[config.mk]
export PLATFORM = sky130hd
export DESIGN_NAME = keypad_digit_entry_flat
export DESIGN_NICKNAME = d
export VERILOG_FILES = /design/src/rtl/keypad_digit_entry_if.sv /design/src/rtl/keypad_digit_entry.sv /design/src/flat_wrapper.sv
export SDC_FILE = /design/constraint.sdc
export NUM_CORES = 1
export LEC_CHECK = 0
export BUFFER_PORTS_ARGS = -buffer_cell sky130_fd_sc_hd__buf_4
export CORE_MARGIN = 2
export CORE_UTILIZATION = 35
export DETAILED_ROUTE_END_ITERATION = 6
export GPL_ROUTABILITY_DRIVEN = 1
export SETUP_SLACK_MARGIN = 0.4
export SLEW_MARGIN = 30
export SYNTH_ARGS = -nofsm -noshare
export SYNTH_HDL_FRONTEND = slang
export SYNTH_SLANG_ARGS = --single-unit
[constraint.sdc]
create_clock -name i_clk -period 5.2 [get_ports i_clk]
set_input_delay 0.52 -clock i_clk [delete_from_list [all_inputs] [get_ports i_clk]]
set_output_delay 0.52 -clock i_clk [all_outputs]
set_load 0.02 [all_outputs]
[src/rtl/keypad_digit_entry_if.sv]
// Keypad entry bundle: encoder inputs and the BCD digit outputs toward the timer/display stage.
// With DIGIT_LOCK_EN defined the bundle also carries o_overflow.
interface keypad_digit_entry_if;
  logic [3:0] i_d;
  logic       i_validn;
  logic       i_entry_en;
  logic       i_clear;
  logic [3:0] o_sec_ones;
  logic [3:0] o_sec_tens;
  logic [3:0] o_min_ones;
  logic [3:0] o_min_tens;
  logic       o_digit_strobe;
  logic [2:0] o_digit_count;
  logic       o_entry_nonzero;
`ifdef DIGIT_LOCK_EN
  logic       o_overflow;

  modport master (
    output i_d, i_validn, i_entry_en, i_clear,
    input  o_sec_ones, o_sec_tens, o_min_ones, o_min_tens,
    input  o_digit_strobe, o_digit_count, o_entry_nonzero, o_overflow
  );

  modport slave (
    input  i_d, i_validn, i_entry_en, i_clear,
    output o_sec_ones, o_sec_tens, o_min_ones, o_min_tens,
    output o_digit_strobe, o_digit_count, o_entry_nonzero, o_overflow
  );
`else
  modport master (
    output i_d, i_validn, i_entry_en, i_clear,
    input  o_sec_ones, o_sec_tens, o_min_ones, o_min_tens,
    input  o_digit_strobe, o_digit_count, o_entry_nonzero
  );

  modport slave (
    input  i_d, i_validn, i_entry_en, i_clear,
    output o_sec_ones, o_sec_tens, o_min_ones, o_min_tens,
    output o_digit_strobe, o_digit_count, o_entry_nonzero
  );
`endif
endinterface

[src/rtl/keypad_digit_entry.sv]
// Debounced single-digit-per-press keypad entry shifting into a 4-digit BCD MM:SS register.
// Optional macro DIGIT_LOCK_EN: refuse digits once four are entered and flag o_overflow.
module keypad_digit_entry #(
  parameter int DEBOUNCE_CYCLES = 20,
  parameter int CNT_W           = 5
) (
  input  logic                  i_clk,
  input  logic                  i_reset,
  keypad_digit_entry_if.slave   kp
);

  typedef enum logic [2:0] {
    ST_IDLE         = 3'd0,
    ST_PRESS_DB     = 3'd1,
    ST_HELD         = 3'd2,
    ST_RELEASE_DB   = 3'd3,
    ST_WAIT_RELEASE = 3'd4
  } state_t;

  localparam logic [CNT_W-1:0] LP_DB   = CNT_W'(DEBOUNCE_CYCLES);
  localparam logic [CNT_W-1:0] LP_ONE  = {{(CNT_W-1){1'b0}}, 1'b1};
  localparam logic [CNT_W-1:0] LP_ZERO = {CNT_W{1'b0}};

  state_t           r_state;
  logic [CNT_W-1:0] r_cnt;
  logic [3:0]       r_cand;
  logic [3:0]       r_sec_ones;
  logic [3:0]       r_sec_tens;
  logic [3:0]       r_min_ones;
  logic [3:0]       r_min_tens;
  logic [2:0]       r_count;
  logic             r_strobe;

  logic w_accept;
  logic w_take;
  logic w_shift;

  // The accept event fires on the last stable PRESS_DB cycle, i.e. the cycle that moves to HELD.
  assign w_accept = (r_state == ST_PRESS_DB) && !kp.i_validn &&
                    (kp.i_d == r_cand) && (r_cnt == LP_DB);
  assign w_take   = w_accept && kp.i_entry_en && !kp.i_clear && (r_cand <= 4'd9);

`ifdef DIGIT_LOCK_EN
  logic r_overflow;
  logic w_full;
  assign w_full  = (r_count == 3'd4);
  assign w_shift = w_take && !w_full;
`else
  assign w_shift = w_take;
`endif

  // Press/release debounce FSM; reset parks it in WAIT_RELEASE so a held key is ignored.
  always_ff @(posedge i_clk) begin
    if (i_reset) begin
      r_state <= ST_WAIT_RELEASE;
      r_cnt   <= LP_ZERO;
      r_cand  <= 4'd0;
    end else begin
      case (r_state)
        ST_IDLE: begin
          if (!kp.i_validn) begin
            r_state <= ST_PRESS_DB;
            r_cnt   <= LP_ONE;
            r_cand  <= kp.i_d;
          end
        end
        ST_PRESS_DB: begin
          if (kp.i_validn) begin
            r_state <= ST_IDLE;
            r_cnt   <= LP_ZERO;
          end else if (kp.i_d != r_cand) begin
            r_cand <= kp.i_d;
            r_cnt  <= LP_ONE;
          end else if (r_cnt == LP_DB) begin
            r_state <= ST_HELD;
            r_cnt   <= LP_ZERO;
          end else begin
            r_cnt <= r_cnt + LP_ONE;
          end
        end
        ST_HELD, ST_WAIT_RELEASE: begin
          if (kp.i_validn) begin
            r_state <= ST_RELEASE_DB;
            r_cnt   <= LP_ONE;
          end
        end
        ST_RELEASE_DB: begin
          if (!kp.i_validn) begin
            r_state <= ST_HELD;
            r_cnt   <= LP_ZERO;
          end else if (r_cnt == LP_DB) begin
            r_state <= ST_IDLE;
            r_cnt   <= LP_ZERO;
          end else begin
            r_cnt <= r_cnt + LP_ONE;
          end
        end
        default: begin
          r_state <= ST_WAIT_RELEASE;
          r_cnt   <= LP_ZERO;
        end
      endcase
    end
  end

  // Digit shift register, entry count and strobe; clear takes priority over a same-cycle accept.
  always_ff @(posedge i_clk) begin
    if (i_reset || kp.i_clear) begin
      r_sec_ones <= 4'd0;
      r_sec_tens <= 4'd0;
      r_min_ones <= 4'd0;
      r_min_tens <= 4'd0;
      r_count    <= 3'd0;
      r_strobe   <= 1'b0;
    end else if (w_shift) begin
      r_min_tens <= r_min_ones;
      r_min_ones <= r_sec_tens;
      r_sec_tens <= r_sec_ones;
      r_sec_ones <= r_cand;
      r_strobe   <= 1'b1;
      if (r_count != 3'd4) begin
        r_count <= r_count + 3'd1;
      end
    end else begin
      r_strobe <= 1'b0;
    end
  end

`ifdef DIGIT_LOCK_EN
  // Sticky flag for a digit refused because the register is already full.
  always_ff @(posedge i_clk) begin
    if (i_reset || kp.i_clear) begin
      r_overflow <= 1'b0;
    end else if (w_take && w_full) begin
      r_overflow <= 1'b1;
    end
  end

  assign kp.o_overflow = r_overflow;
`endif

  assign kp.o_sec_ones      = r_sec_ones;
  assign kp.o_sec_tens      = r_sec_tens;
  assign kp.o_min_ones      = r_min_ones;
  assign kp.o_min_tens      = r_min_tens;
  assign kp.o_digit_strobe  = r_strobe;
  assign kp.o_digit_count   = r_count;
  assign kp.o_entry_nonzero = |{r_sec_ones, r_sec_tens, r_min_ones, r_min_tens};

endmodule

[src/flat_wrapper.sv]
// flat-port wrapper written by rule: the top's interface ports become plain ports
module keypad_digit_entry_flat 
#(
  parameter int DEBOUNCE_CYCLES = 20,
  parameter int CNT_W           = 5
)
  (i_clk, i_reset, kp_i_d, kp_i_validn, kp_i_entry_en, kp_i_clear, kp_o_sec_ones, kp_o_sec_tens, kp_o_min_ones, kp_o_min_tens, kp_o_digit_strobe, kp_o_digit_count, kp_o_entry_nonzero);
  keypad_digit_entry_if kp_i ();
  input  logic i_clk;
  input  logic i_reset;
  input wire logic [$bits(kp_i.i_d)-1:0] kp_i_d;
  input wire logic [$bits(kp_i.i_validn)-1:0] kp_i_validn;
  input wire logic [$bits(kp_i.i_entry_en)-1:0] kp_i_entry_en;
  input wire logic [$bits(kp_i.i_clear)-1:0] kp_i_clear;
  output wire logic [$bits(kp_i.o_sec_ones)-1:0] kp_o_sec_ones;
  output wire logic [$bits(kp_i.o_sec_tens)-1:0] kp_o_sec_tens;
  output wire logic [$bits(kp_i.o_min_ones)-1:0] kp_o_min_ones;
  output wire logic [$bits(kp_i.o_min_tens)-1:0] kp_o_min_tens;
  output wire logic [$bits(kp_i.o_digit_strobe)-1:0] kp_o_digit_strobe;
  output wire logic [$bits(kp_i.o_digit_count)-1:0] kp_o_digit_count;
  output wire logic [$bits(kp_i.o_entry_nonzero)-1:0] kp_o_entry_nonzero;
  assign kp_i.i_d = kp_i_d;
  assign kp_i.i_validn = kp_i_validn;
  assign kp_i.i_entry_en = kp_i_entry_en;
  assign kp_i.i_clear = kp_i_clear;
  assign kp_o_sec_ones = kp_i.o_sec_ones;
  assign kp_o_sec_tens = kp_i.o_sec_tens;
  assign kp_o_min_ones = kp_i.o_min_ones;
  assign kp_o_min_tens = kp_i.o_min_tens;
  assign kp_o_digit_strobe = kp_i.o_digit_strobe;
  assign kp_o_digit_count = kp_i.o_digit_count;
  assign kp_o_entry_nonzero = kp_i.o_entry_nonzero;
  keypad_digit_entry #(.DEBOUNCE_CYCLES(DEBOUNCE_CYCLES), .CNT_W(CNT_W)) u_core (.i_clk(i_clk), .i_reset(i_reset), .kp(kp_i));
endmodule
==> flow_metrics.py, run 1 <==
metrics = {
    "outcome": {
        "outcome": "finished, final reports clean",
    },
    "pwr": {
        "cellPowerDensity_mw_per_mm2": 269.9,
        "leakage_nw": 0.8001,
        "power_mw": 0.5585,
        "vdd_drop_max_v": 0.0001539,
    },
    "grt": {
        "grt_pass1_wl_mm": 6.210,
        "grtUsageTotal": 0.1471,
        "grt_max_degree": 19,
        "grt_overflow_total": 0,
        "grt_pass1_vias": 1355,
        "antenna_found_initial": 0,
    },
    "cts": {
        "clock-sinks": 32,
        "ctsResizeCount": 0,
        "clock_path_buffers": 2,
        "ctsRootBufferMaster": "clkbuf_8",
        "cts_made_buffers": 5,
        "path_clk_slew_ns": 0.06,
        "cts_hold_buffers": 0,
        "cts_tree": "built",
        "clk_latency_ns": 0.29,
        "cts_setup_buffers": 0,
        "cts.htree.levels": 2,
    },
    "synthesis": {
        "synth_top_area_frac": 0.3713,
        "synth_warnings": 0,
        "ys_top_cells_by_area": "dfxtp_1 (37%), mux2i_1 (12%), nor2_1 (7.4%)",
        "syn_nets": 203,
        "synth-seq-area-share": 0.3713,
        "ys_async_sr_fraction": 0,
        "synth_top_area_cell": "dfxtp_1",
        "syn-cell-area_mm2": 0.001725,
        "ys_ff_latch": 32,
        "synth.distinct_cells": 46,
        "synth-edff-count": 0,
        "synth_ff_type": "dfxtp_1",
        "avgSynthCellArea_um2": 9.081,
        "synth_most_common_cell": "nor2_1",
        "netlist_top_cells_count": "nor2_1 (34), dfxtp_1 (32), mux2i_1 (20)",
        "synthCells": 190,
    },
    "min_path": {
        "hold-path-cell-count": 2,
        "min_path_type": "in -> reg",
    },
    "drt": {
        "drt_iter0_drc": 92,
        "firstDrtPassIters": 4,
        "num_vias": 1418,
        "ant_nets": 0,
        "viasPerCell": 4.993,
        "wl_mm": 3.638,
        "routedWlPerCell_um": 12.81,
        "drcViolationCount": 0,
    },
    "finish": {
        "area_growth_pct": 19.94,
        "fin_cells": 284,
        "final_layout_size_suffix_gt1_frac": 0.2350,
        "nNetsFinal": 229,
        "final_core_util": 0.4381,
        "antennaDiodeCount": 0,
    },
    "sta": {
        "worst_slew_pin_slew_ns": 0.5952,
        "grt_setup_unrepaired": "false",
        "final_max_slew_viol_count": 0,
        "max_freq_mhz": 530.4,
        "period_minus_slack_ns": 1.886,
        "fin_hold_ws_ns": 0.4393,
        "hold_viol_final": 0,
        "relSlewSlack": 0.6027,
        "fin_tns_setup_ns": 0,
        "finalSetupViolCount": 0,
        "finClkSkew_ns": 0.005911,
        "min_period_over_period": 0.3626,
    },
    "place": {
        "place_inst": 276,
        "dpl.hpwl_mm": 2.644,
        "routabilityCongestion": 0.7936,
        "port_buffers": 29,
    },
    "floorplanning": {
        "die_area_mm2": 0.005507,
        "start_util": 0.3653,
        "fp.coreArea_mm2": 0.004723,
        "dieWidth_um": 74.21,
        "pin_count": 30,
        "die_h_um": 74.21,
        "row_count": 25,
    },
    "setup_path": {
        "r2r_end": "u_core.kp.o_sec_ones[1]",
        "startpoint": "u_core.r_cnt[0]",
        "cp_data_arrival_time_ns": 2.05,
        "path_class": "reg -> reg",
        "crit_path_end_kind": "flop",
        "endpoint": "u_core.kp.o_sec_ones[1]",
        "rrSetupSlack_ns": 3.31,
        "reg2reg_depth": 7,
        "worst-endpoint-required_ns": 5.37,
        "critPathLaunchType": "flop",
        "path_max_fanout": 18,
        "rr_startpoint": "u_core.r_cnt[0]",
    },
    "job": {
        "maxCapViolCount": 0,
    },
}
==> registers in the layout, summed over array words and instances (netlist names) <==
name	flops
u_core.r_state	3
u_core.kp.o_min_ones	4
u_core.kp.o_sec_ones	4
u_core.kp.o_min_tens	4
u_core.kp.o_sec_tens	4
u_core.r_cnt	5
u_core.kp.o_digit_strobe	1
u_core.r_cand	4
u_core.kp.o_digit_count	3
==> cell type report <==
cell class	instances	area (um2)
Clock buffer	6	72.57
Tap cell	67	83.83
Clock inverter	2	35.03
Inverter	5	18.77
Multi-Input combinational cell	143	1001
Sequential cell	32	640.6
Timing Repair Buffer	29	217.7
Fill cell	475	2654
==> worst min-delay path by stage <==
stage / slack, ns / start / end
3_3_place_gp: 0.49 / u_core.kp.o_digit_count[0] / u_core.kp.o_digit_count[0]
2_1_floorplan: 0.51 / u_core.r_cnt[3] / u_core.r_cnt[3]
5_1_grt: 0.44 / kp_i_clear / u_core.kp.o_digit_strobe
4_1_cts: 0.43 / kp_i_clear / u_core.kp.o_digit_strobe
6_report: 0.44 / kp_i_clear / u_core.kp.o_digit_strobe
3_5_place_dp: 0.49 / u_core.kp.o_digit_count[0] / u_core.kp.o_digit_count[0]
==> metal layers <==
layer | track usage | wire length (um) | up-vias
li1 | - | - | 726
met1 | 0.1900 | 1667 | 645
met2 | 0.2312 | 1679 | 39
met3 | 0.04201 | 205 | 8
met4 | 0.06151 | 86 | 0
met5 | 0 | 0 | -
==> per-stage QoR <==
| step | area [um2] | setup slack [ns] |
|---|---|---|
| global route | 2069 | 3.167 |
| floorplan | 1725 | 3.415 |
| detailed placement | 1962 | 3.263 |
| finish | 2069 | 3.314 |
| CTS | 2069 | 3.292 |
| global placement | 1962 | 3.290 |
==> cell families after synthesis <==
group / synth area share
simple gates: 0.2872
flops: 0.3713
compound gates: 0.1095
mux: 0.1160
buf+inv: 0.04859
xor+xnor: 0.03844
fa+ha+maj: 0.02901
==> where the power goes <==
part / total, mW / leakage, nW / switching, mW / internal, mW
combinational: 0.0607 / 0.486 / 0.0332 / 0.0275
sequential: 0.265 / 0.259 / 0.0146 / 0.251
clock: 0.232 / 0.0552 / 0.0903 / 0.142
==> cell usage in the layout, fill, tap and decap left out, types with 2 or more instances in the layout <==
cell type and n:
nor2_1 34, dfxtp_1 32, buf_4 29, mux2i_1 20, nand2_1 11, nand3_1 8
a21oi_1 8, inv_1 5, o21ai_0 5, nor3_1 5, clkbuf_8 5, nor4_1 4
or2_2 4, ha_1 4, xnor2_2 3, and3_1 3, o211ai_1 3, nand4_1 2
nand4_4 2, a211oi_1 2, a22oi_1 2, a31oi_1 2
==> critical path: stages, from the launching register on <==
cell,delay (ns)
dfxtp_1,0.36
inv_1,0.10
ha_1,0.18
and4b_2,0.31
nand4_4,0.15
nor2_8,0.34
mux2i_1,0.26
nor2_1,0.06
(Power assumes the default switching activity.)
==> run 2: changes to the inputs <==
==> constraint.sdc (replaced) <==
create_clock -name i_clk -period 1.8 [get_ports i_clk]
set_input_delay 0.18 -clock i_clk [delete_from_list [all_inputs] [get_ports i_clk]]
set_output_delay 0.18 -clock i_clk [all_outputs]
set_load 0.02 [all_outputs]
==> flow_metrics.py, run 2 (synthesis gave the netlist of run 1 again) <==
metrics = {
    "outcome": {
        "outcome": "finished, final reports clean",
    },
    "finish": {
        "antennaDiodeCount": 0,
        "multi_input_area_mm2": 0.001171,
        "fin_area_mm2": 0.002517,
        "seq_area_um2": 664.4,
        "regMostFlops": "u_core.r_cnt",
        "final_core_util": 0.5330,
        "fillers": 441,
        "layout_common_cells": "buf_4 (46), nor2_1 (33), mux2i_1 (19), dfxtp_1 (19)",
        "final_layout_size_suffix_gt1_frac": 0.4672,
        "nNetsFinal": 256,
        "largest_reg_flops": 5,
        "final_common_cell": "buf_4",
        "area_growth_pct": 45.90,
    },
    "pwr": {
        "cellPowerDensity_mw_per_mm2": 642.5,
        "seq_power_share": 0.459,
        "leakage_nw": 0.9848,
        "swShare": 0.2920,
        "comb_power_share": 0.193,
        "pwr-share-clk": 0.348,
        "internal_power_mw": 1.145,
        "p_sw_mw": 0.4722,
        "vdd_drop_max_v": 0.0004328,
    },
    "drt": {
        "ant_nets": 0,
        "routedWlPerCell_um": 14.31,
        "drcViolationCount": 0,
        "drt_iter0_drc": 59,
        "viasPerCell": 5.074,
        "num_vias": 1578,
        "firstDrtPassIters": 4,
        "wl_mm": 4.450,
    },
    "setup_path": {
        "worst_path_max_delay_cell": "dfxtp_4",
        "r2r_end": "u_core.kp.o_sec_ones[3]",
        "crit_path_end_kind": "flop",
        "crit_family": "simple AND/OR/NAND/NOR gates",
        "reg2reg_depth": 8,
        "crit_buf_inv": 2,
        "rr_startpoint": "u_core.r_cnt[1]",
        "rrSetupSlack_ns": 0.17,
        "path_max_fanout": 9,
        "path_class": "reg -> reg",
        "cp_cell_sequence": "inv_4 -> ha_4 -> and4b_2 -> nand4_4 -> nor2_8 -> buf_12 -> mux2i_2 -> nor2_1",
        "cp_slowest_stage_delay_ns": 0.36,
        "critPathLaunchType": "flop",
        "worst-endpoint-required_ns": 1.97,
        "cp_data_arrival_time_ns": 1.79,
    },
    "sta": {
        "grt_setup_unrepaired": "true",
        "period_minus_slack_ns": 1.625,
        "final_max_slew_viol_count": 0,
        "finalSetupViolCount": 0,
        "min_period_over_period": 0.9028,
        "fin_tns_setup_ns": 0,
        "finClkSkew_ns": 0.006513,
        "max_freq_mhz": 615.4,
        "hold_viol_final": 0,
        "relSlewSlack": 0.7570,
        "worst_slew_pin_slew_ns": 0.3645,
    },
    "cts": {
        "cts.htree.levels": 2,
        "clk_latency_ns": 0.29,
        "cts_tree": "built",
        "cts_made_buffers": 5,
        "clock_path_buffers": 2,
        "path_clk_slew_ns": 0.07,
        "clock-sinks": 32,
        "ctsRootBufferMaster": "clkbuf_8",
        "cts_hold_buffers": 0,
    },
    "place": {
        "port_buffers": 29,
        "dpl.hpwl_mm": 2.890,
        "routabilityCongestion": 0.8650,
        "dpl_cell_area_mm2": 0.002092,
    },
    "min_path": {
        "min-delay-start": "kp_i_clear",
        "min_to": "u_core.kp.o_digit_strobe",
        "min_path_type": "in -> reg",
        "hold-path-cell-count": 2,
    },
    "floorplanning": {
        "pin_count": 30,
        "die_area_mm2": 0.005507,
        "die_h_um": 74.21,
        "fp.coreArea_mm2": 0.004723,
        "dieWidth_um": 74.21,
        "row_count": 25,
        "start_util": 0.3653,
    },
    "grt": {
        "grtUsageTotal": 0.1618,
        "grt_pass1_vias": 1447,
        "grt_max_degree": 19,
        "grt_overflow_total": 0,
        "grt_pass1_wl_mm": 6.824,
        "antenna_found_initial": 0,
    },
    "job": {
        "maxCapViolCount": 0,
    },
}
-- run 2: worst max-delay path by stage --
stage | from | end | slack (ns) | cells after the start
6_report | u_core.r_cnt[1] | u_core.kp.o_sec_ones[3] | 0.17 | 8
3_3_place_gp | u_core.r_cnt[1] | u_core.kp.o_sec_ones[2] | 0.17 | 8
4_1_cts | u_core.r_cnt[1] | u_core.kp.o_min_tens[1] | 0.15 | 8
2_1_floorplan | u_core.r_cnt[1] | u_core.kp.o_min_ones[0] | 0.16 | 8
5_1_grt | u_core.r_cand[1] | u_core.kp.o_sec_ones[3] | 0.08 | 7
3_5_place_dp | u_core.r_cnt[1] | u_core.kp.o_sec_ones[3] | 0.15 | 8
-- run 2: through the flow --
stage               power [mW]  hold slack (ns)  worst slack [ns]  std cells
floorplan               0.9229           0.2567            0.1590        190
CTS                      1.600          0.09371            0.1478        307
detailed placement      0.9867           0.4104            0.1488        289
global placement        0.9862           0.4100            0.1723        289
global route             1.685           0.1117           0.08149        311
finish                   1.618           0.1119            0.1750        311
-- run 2: area by class of cell --
class / count / share of cell area
clock buffer: 5 / 0.02734
clock inverter: 3 / 0.007455
inverter: 5 / 0.008449
multi-input combinational: 143 / 0.4652
sequential: 32 / 0.2639
tap: 67 / 0.03330
timing repair buffer: 56 / 0.1943
-- run 2: repair_timing --
| action | CTS | global route |
|---|---|---|
| setup endpoints to repair | 31 | 32 |
| resized for setup | 27 | 23 |
| setup buffers | 10 | 3 |
| pin swaps | 13 | 13 |
| gates cloned | 0 | 1 |
-- run 2: routing by layer --
layer	wire (um)	vias to the layer above	share of wire	global-route usage
met5	0	-	0	0
met4	62	0	0.014	0.05952
met3	194	7	0.044	0.04878
met2	2250	34	0.51	0.2718
met1	1942	758	0.44	0.1965
li1	-	779	-	-
-- run 2: power groups by stage --
stage,clock network [mW],logic [mW],registers (mW)
floorplan,0,0.168,0.755
global placement,0,0.226,0.760
detailed placement,0,0.226,0.761
CTS,0.577,0.279,0.743
global route,0.605,0.335,0.745
finish,0.563,0.312,0.743
-- run 2: worst register-to-register path, cell delays in order, from the launching register on --
cell and delay [ns]:
dfxtp_4 0.36, inv_4 0.05, ha_4 0.12, and4b_2 0.26, nand4_4 0.15, nor2_8 0.15, buf_12 0.15, mux2i_2 0.21
nor2_1 0.05
==> run 3: changes to the inputs <==
--- a/config.mk
+++ b/config.mk
@@ -6,10 +6,13 @@
 export NUM_CORES = 1
 export LEC_CHECK = 0
 export BUFFER_PORTS_ARGS = -buffer_cell sky130_fd_sc_hd__buf_4
+export CELL_PAD_IN_SITES_DETAIL_PLACEMENT = 1
+export CELL_PAD_IN_SITES_GLOBAL_PLACEMENT = 1
 export CORE_MARGIN = 2
 export CORE_UTILIZATION = 35
 export DETAILED_ROUTE_END_ITERATION = 6
 export GPL_ROUTABILITY_DRIVEN = 1
+export PLACE_DENSITY = 0.7
 export SETUP_SLACK_MARGIN = 0.4
 export SLEW_MARGIN = 30
 export SYNTH_ARGS = -nofsm -noshare
==> constraint.sdc (replaced) <==
create_clock -name i_clk -period 1.8 [get_ports i_clk]
set_input_delay 0.36 -clock i_clk [delete_from_list [all_inputs] [get_ports i_clk]]
set_output_delay 0.36 -clock i_clk [all_outputs]
set_load 0.02 [all_outputs]
==> flow_metrics.py, run 3 (synthesis gave the netlist of run 1 again) <==
metrics = {
    "setup_path": {
        "r2r_end": "u_core.kp.o_min_tens[1]",
        "crit_family": "simple AND/OR/NAND/NOR gates",
        "crit_path_end_kind": "flop",
        "cp_data_arrival_time_ns": 1.82,
        "rr_startpoint": "u_core.r_cnt[1]",
        "rrSetupSlack_ns": 0.15,
        "crit_buf_inv": 2,
        "critPathLaunchType": "flop",
        "worst-endpoint-required_ns": 1.97,
        "path_max_fanout": 11,
        "worst_path_max_delay_cell": "dfxtp_4",
        "reg2reg_depth": 8,
        "path_class": "reg -> reg",
        "cp_cell_sequence": "inv_2 -> ha_4 -> and4b_2 -> nand4_4 -> nor2_8 -> buf_12 -> mux2i_1 -> nor2_1",
        "cp_slowest_stage_delay_ns": 0.35,
        "worst-path-stages": 8,
    },
    "place": {
        "dpl.hpwl_mm": 3.287,
        "routabilityCongestion": 0.7749,
        "dpl_cell_area_mm2": 0.002120,
        "place_inst": 291,
        "place_ws_ns": 0.04840,
        "port_buffers": 29,
    },
    "cts": {
        "cts_tree": "built",
        "cts.htree.levels": 2,
        "clock_path_buffers": 2,
        "ctsRootBufferMaster": "clkbuf_8",
        "path_clk_slew_ns": 0.08,
        "cts_made_buffers": 5,
        "clk_latency_ns": 0.29,
        "clock-sinks": 32,
    },
    "pwr": {
        "internal_power_mw": 1.267,
        "vdd_drop_max_v": 0.0004628,
        "leakage_nw": 0.9565,
        "p_sw_mw": 0.4677,
        "pwr-share-clk": 0.408,
        "cellPowerDensity_mw_per_mm2": 710.9,
        "comb_power_share": 0.160,
        "swShare": 0.2696,
        "seq_power_share": 0.433,
    },
    "grt": {
        "antenna_found_initial": 0,
        "grt_max_degree": 19,
        "grt_pass1_vias": 1543,
        "grtUsageTotal": 0.1767,
        "grt_overflow_total": 0,
        "grt_pass1_wl_mm": 7.376,
    },
    "sta": {
        "min_period_over_period": 0.9173,
        "timing.final.ws_setup_ns": 0.1489,
        "hold_viol_final": 0,
        "relSlewSlack": 0.7223,
        "finClkSkew_ns": 0.009011,
        "finalSetupViolCount": 0,
        "worst_slew_pin_slew_ns": 0.4113,
        "fin_hold_ws_ns": 0.2673,
        "max_freq_mhz": 605.6,
        "final_max_slew_viol_count": 0,
        "grt_setup_unrepaired": "true",
        "fin_tns_setup_ns": 0,
        "period_minus_slack_ns": 1.651,
    },
    "finish": {
        "final_common_cell": "buf_4",
        "fin_area_mm2": 0.002440,
        "antennaDiodeCount": 0,
        "final_layout_size_suffix_gt1_frac": 0.4417,
        "largest_reg_flops": 5,
        "area_growth_pct": 41.41,
        "nNetsFinal": 252,
        "fin_cells": 307,
        "layout_common_cells": "buf_4 (48), nor2_1 (33), mux2i_1 (20)",
        "fillers": 548,
        "regMostFlops": "u_core.r_cnt",
    },
    "drt": {
        "num_vias": 1560,
        "wl_mm": 4.667,
        "drt-met1-wl_mm": 2.198,
        "drt_iter0_drc": 36,
        "viasPerCell": 5.081,
        "route.met2.wl_mm": 2.235,
        "routedWlPerCell_um": 15.20,
        "ant_nets": 0,
        "drcViolationCount": 0,
        "dr_wl_met3_um": 152,
        "highest_layer": "met4",
        "firstDrtPassIters": 5,
    },
    "floorplanning": {
        "die_h_um": 74.21,
        "start_util": 0.3653,
        "dieWidth_um": 74.21,
        "pin_count": 30,
        "row_count": 25,
        "die_area_mm2": 0.005507,
        "fp.coreArea_mm2": 0.004723,
    },
    "job": {
        "maxCapViolCount": 0,
    },
    "outcome": {
        "outcome": "finished, final reports clean",
    },
    "min_path": {
        "min_path_type": "in -> reg",
        "min-delay-start": "kp_i_clear",
        "hold-path-cell-count": 2,
        "min_to": "u_core.kp.o_digit_strobe",
    },
}
==> run 3: layer usage <==
metal  GRT usage  vias up
met5           0        -
met4     0.06944        0
met2      0.2907       29
li1            -      772
met1      0.2280      751
met3     0.03659        8
==> run 3: power groups by stage <==
stage | combinational [mW] | clock (mW) | sequential, mW
final | 0.277 | 0.707 | 0.751
after global routing | 0.305 | 0.743 | 0.752
after CTS | 0.249 | 0.716 | 0.750
after detailed placement | 0.230 | 0 | 0.766
after global placement | 0.226 | 0 | 0.766
after floorplan | 0.169 | 0 | 0.755
==> run 3: worst register-to-register path: stages, from the launching register on <==
cell	delay [ns]
dfxtp_4	0.35
inv_2	0.06
ha_4	0.13
and4b_2	0.28
nand4_4	0.15
nor2_8	0.15
buf_12	0.16
mux2i_1	0.20
nor2_1	0.06
==> run 3: final cells by class <==
| class | instances | area [um2] | share of cell area |
|---|---|---|---|
| well taps | 67 | 83.83 | 0.03436 |
| repair buffers | 52 | 422.9 | 0.1733 |
| clock buffers | 5 | 68.82 | 0.02821 |
| multi-input cells | 143 | 1136 | 0.4656 |
| flip-flops and latches | 32 | 664.4 | 0.2723 |
| clock inverters | 3 | 42.54 | 0.01744 |
| inverters | 5 | 21.27 | 0.008718 |
==> run 3: how the worst max path moves through the flow <==
stage                          startpoint                 endpoint
after detailed placement        kp_i_d[3]          u_core.r_cnt[2]
after global routing      u_core.r_cnt[1]  u_core.kp.o_min_tens[3]
final                     u_core.r_cnt[1]  u_core.kp.o_min_tens[1]
after floorplan           u_core.r_cnt[1]  u_core.kp.o_min_ones[0]
after CTS                 u_core.r_cnt[1]  u_core.kp.o_min_ones[3]
after global placement          kp_i_d[3]          u_core.r_cnt[2]
==> run 3: per-stage QoR <==
| stage | power [mW] | util |
|---|---|---|
| final | 1.734 | 0.5166 |
| after CTS | 1.715 | 0.4970 |
| after floorplan | 0.9243 | - |
| after detailed placement | 0.9961 | 0.4487 |
| after global placement | 0.9917 | 0.4487 |
| after global routing | 1.800 | 0.5166 |
==> run 3: timing repair <==
item / 4_1_cts / 5_1_grt
endpoints found under the setup margin: 28 / 28
buffers inserted: 5 / 3
hold endpoints to repair: 0 / 0
resized for setup: 24 / 11
pin swaps: 13 / 6
hold buffers: 0 / 0
